===== config.mk =====
export PLATFORM = sky130hd
export DESIGN_NAME = hc_sync_fifo
export DESIGN_NICKNAME = d
export VERILOG_FILES = /design/src/rtl/hc_sync_fifo.sv
export SDC_FILE = /design/constraint.sdc
export NUM_CORES = 2
export LEC_CHECK = 0
export CAP_MARGIN = 20
export CELL_PAD_IN_SITES_DETAIL_PLACEMENT = 1
export CELL_PAD_IN_SITES_GLOBAL_PLACEMENT = 1
export CORE_MARGIN = 2
export CORE_UTILIZATION = 45
export DETAILED_ROUTE_END_ITERATION = 12
export PLACE_DENSITY = 0.78
export SKIP_CTS_REPAIR_TIMING = 1
export SLEW_MARGIN = 20
export SYNTH_ARGS = -nofsm -noshare
export SYNTH_HDL_FRONTEND = slang
export SYNTH_SLANG_ARGS = --single-unit

===== constraint.sdc =====
create_clock -name clk -period 46.3 [get_ports clk]
set_input_delay 9.26 -clock clk [delete_from_list [all_inputs] [get_ports clk]]
set_output_delay 9.26 -clock clk [all_outputs]
set_load 0.1 [all_outputs]

===== src/rtl/hc_sync_fifo.sv =====
// hc_sync_fifo: synchronous FIFO with registered-count flags, sticky errors and
// selectable first-word-fall-through or registered read port.
module hc_sync_fifo #(
    parameter int WIDTH         = 512,
    parameter int DEPTH         = 8,
    parameter int AFULL_THRESH  = DEPTH - 2,
    parameter int AEMPTY_THRESH = 1,
    parameter int SHOWAHEAD     = 1
) (
    input  logic                       clk,
    input  logic                       reset,
    input  logic                       flush,
    input  logic [WIDTH-1:0]           enq_data,
    input  logic                       enq_en,
    output logic                       full,
    output logic                       almost_full,
    input  logic                       deq_en,
    output logic [WIDTH-1:0]           deq_data,
    output logic                       deq_valid,
    output logic                       empty,
    output logic                       almost_empty,
    output logic [$clog2(DEPTH):0]     count,
    output logic [$clog2(DEPTH):0]     free,
    input  logic                       err_clr,
    output logic                       overflow,
    output logic                       underflow
);
    localparam int AW = $clog2(DEPTH);
    localparam int CW = AW + 1;
    localparam logic [CW-1:0] DEPTH_C = CW'(DEPTH);
    localparam logic [CW-1:0] AF_C    = CW'(AFULL_THRESH);
    localparam logic [CW-1:0] AE_C    = CW'(AEMPTY_THRESH);

    logic [WIDTH-1:0] mem [DEPTH];
    logic [AW-1:0]    wr_ptr;
    logic [AW-1:0]    rd_ptr;
    logic             wr;
    logic             rd;

    // Flags come only from the registered count, so enq_en/deq_en never reach them.
    assign full         = count == DEPTH_C;
    assign empty        = count == '0;
    assign almost_full  = count >= AF_C;
    assign almost_empty = count <= AE_C;
    assign free         = DEPTH_C - count;

    assign wr = enq_en && !full && !flush;
    assign rd = deq_en && !empty && !flush;

    always_ff @(posedge clk or posedge reset) begin
        if (reset) begin
            wr_ptr    <= '0;
            rd_ptr    <= '0;
            count     <= '0;
            overflow  <= 1'b0;
            underflow <= 1'b0;
        end else begin
            wr_ptr    <= flush ? '0 : wr ? wr_ptr + 1'b1 : wr_ptr;
            rd_ptr    <= flush ? '0 : rd ? rd_ptr + 1'b1 : rd_ptr;
            count     <= flush ? '0 : (wr && !rd) ? count + 1'b1 : (rd && !wr) ? count - 1'b1 : count;
            overflow  <= (enq_en && full && !flush) || (overflow && !err_clr);
            underflow <= (deq_en && empty && !flush) || (underflow && !err_clr);
        end
    end

    // Storage is deliberately unreset; pointers and count define what is live.
    always_ff @(posedge clk) begin
        if (wr) mem[wr_ptr] <= enq_data;
    end

    generate
        if (SHOWAHEAD != 0) begin : g_fwft
            assign deq_data  = mem[rd_ptr];
            assign deq_valid = !empty;
        end else begin : g_reg
            logic [WIDTH-1:0] rd_q;
            logic             v_q;
            always_ff @(posedge clk or posedge reset) begin
                if (reset) begin
                    rd_q <= '0;
                    v_q  <= 1'b0;
                end else begin
                    v_q <= rd;
                    if (rd) rd_q <= mem[rd_ptr];
                end
            end
            assign deq_data  = rd_q;
            assign deq_valid = v_q;
        end
    endgenerate
endmodule


==> impl_metrics.tcl <==
set metrics [dict create \
    yosysWarnings 0 \
    die_w_um 589.3 \
    dieHeight_um 589.3 \
    crit_path_end_kind "output port" \
    synth_most_common_cell "edfxtp_1" \
    rrSetupSlack_ps 40150 \
    grt_antenna_before_repair 115 \
    post_synth.cell_area_avg_um2 25.58 \
    final_cell_area_um2 183000 \
    drv_cap 0 \
    grt_overflow 0 \
    fin_cells 12250 \
    grt_pass1_wl_um 561900 \
    finalNetCount 7831 \
    first_pass_iters 5 \
    fmax_ghz 0.06068 \
    setup_ws_ps 29820 \
    clock_skew_ps 48.21 \
    yosys.area_share.xor_xnor 0.0003977 \
    ys_ff_latch 4108 \
    drtIter0Drc 7015 \
    crit_required_ps 37040 \
    crit_slowest_cell "dfrtp_4" \
    place.gp.congestion 0.7803 \
    worstSetupStartpointType "flop" \
    setup-violations-final 0 \
    clk_pin_slew_ps 70 \
    synth_top_family_by_area "multiplexers" \
    drive_above_1_share 0.3000 \
    p_leak_nw 55.74 \
    synth.area.mux_share 0.1872 \
    worstPathMaxFanout 168 \
    crit_path_cell_trace "buf_12 -> buf_4 -> buf_4 -> buf_6 -> mux4_2 -> mux2_2 -> clkdlybuf4s50_1" \
    max_stage_delay_ps 1010 \
    synth_flop_cell "edfxtp_1" \
    worstPathArrival_ps 7220 \
    cts_buffers 408 \
    grt_pass1_vias 75330 \
    finalHoldViolCount 0 \
    whs_ps 533.0 \
    async_flop_share 0.002921 \
    root_buffer "clkbuf_16" \
    rows 214 \
    synth_seq_area_share 0.7999 \
    postSynthCellCount 6026 \
    tightest_slew_ps 1281 \
    drt.antenna.violating_nets 0 \
    dpl.hpwl_um 221100 \
    yosys.area_share.simple 0.001437 \
    grt_setup_unrepaired "false" \
    place_ws_ps 30530 \
    start_util 0.4529 \
    io_pins 1045 \
    period_minus_slack_ps 16480 \
    track_usage 0.2221 \
    outcome "completed" \
    vias 70290 \
    route.detailed.drc 0 \
    cp.buffers_inverters 5 \
    via_per_inst 5.740 \
    drt_wl_total_um 389400 \
    place.port_buffers 1044 \
    clock_sinks 4108 \
    syn_nets 6550 \
    floorplan.die_area_um2 347200 \
    grt_max_degree 169 \
    relSlewSlack 0.1461 \
    avgRoutedWirePerCell_um 31.79 \
    report.final.slew_viol_count 0 \
    insertion_delay_ps 970 \
    yosys.area_share.adder 0.0004870 \
    synth-edff-count 4096 \
    synth_area_leaders "edfxtp_1, mux4_2, mux2_2, buf_2, clkbuf_1" \
    synth_common_cells "edfxtp_1, mux4_2, mux2_2, clkbuf_1, buf_2" \
    cts_tree "built" \
    fin_tns_setup_ps 0 \
    totalPowerFinal_mw 10.32 \
    synth.cell_area_um2 154100 \
    place_inst 11430 \
    crit_type "flop to output port" \
    synthToLayoutAreaGrowth_pct 18.70 \
    irDropWorstVdd_uv 49.22 \
    dpl_cell_area_um2 169900 \
    yosysTopAreaCellShare 0.7979 \
    p_per_area_nw_per_um2 56.42 \
    hold_class "flop to flop" \
    htreeDepth 5 \
    synth-compound-area-share 0.0008279 \
    fin_crit_sh 0.3559 \
    timing.critical_path.mode_cell "buf_4" \
    crit_family "buffers and inverters" \
    max-clock-path-buffers 4 \
    fin_util 0.5376 \
    core_um2 340300 \
    synth.distinct_cells 34 \
    synth_top_area_cell "edfxtp_1" \
]
-- final timing paths --
check / startpoint / end / cells past startpoint
worst min register to register: overflow / overflow / 2
min in group asynchronous: reset / wr_ptr[2] / 2
worst min-delay path: overflow / overflow / 2
worst max-delay path: rd_ptr[1] / deq_data[338] / 7
max in group asynchronous: reset / rd_ptr[2] / 2
worst max register to register: count[0] / mem[3][338] / 10
-- registers in the layout, indices dropped and copies added, names as in the netlist --
name	cells
mem	4096
overflow	1
count	4
underflow	1
wr_ptr	3
rd_ptr	3
-- layout make-up --
cell class / count / area [um2]
diodes: 62 / 155.1
clock buffers: 485 / 10540
clock inverters: 267 / 2369
fillers: 28660 / 157400
inverters: 10 / 37.54
multi-input cells: 1615 / 29400
flip-flops and latches: 4108 / 123300
well taps: 4536 / 5675
repair buffers: 1164 / 11480
-- layout by cell type, fill, tap and decap left out, types with 4 or more instances in the layout --
master,count
dfrtp_1,9
xor2_1,6
clkbuf_1,75
mux4_2,1024
clkdlybuf4s50_1,991
clkinv_8,8
mux2_2,512
buf_6,4
clkinv_16,8
nand3_1,4
nor2_4,6
clkinv_1,102
ha_1,6
o21ai_0,5
bufinv_16,27
inv_1,10
nor2_1,8
clkinvlp_4,17
buf_12,25
clkbuf_16,410
diode_2,62
clkinv_2,84
buf_4,98
buf_2,44
inv_6,8
clkinv_4,5
nand2_1,7
inv_16,6
nand2b_1,6
edfxtp_1,4096
-- power by group --
| group | leakage, nW | switching (mW) | internal (mW) | total (mW) |
|---|---|---|---|---|
| logic | 12.3 | 1.98 | 0.905 | 2.89 |
| registers | 37.1 | 0.0355 | 4.19 | 4.22 |
| clock network | 6.29 | 1.43 | 1.79 | 3.22 |
| total | 55.7 | 3.45 | 6.88 | 10.3 |
-- cell families (layout without fill, tap and decap cells) --
family	Yosys count	after routing
other	0	62
buffers and inverters	303	1926
XOR/XNOR	7	7
AO/OA/AOI/OAI	19	19
AND/OR/NAND/NOR	44	44
adder cells (fa/ha/maj)	6	6
multiplexers	1539	1539
flip-flops	4108	4108
-- metal layers --
layer / global-route usage / part of all wire / vias to the layer above
met4: 0.09400 / 0.043 / 78
met2: 0.3633 / 0.50 / 3030
li1: - / - / 28720
met5: 0 / 0.0013 / -
met1: 0.2816 / 0.37 / 37740
met3: 0.05935 / 0.084 / 727
-- worst reg2reg max path: stages, from the launching register on --
cell and delay, ps:
dfrtp_1 550, inv_1 130, ha_1 210, buf_4 200, nand3b_1 280, nand4b_1 420, nor2_4 790, buf_12 620
buf_4 970, buf_4 730, buf_4 850
No activity file was read; power rests on OpenSTA's default activity.
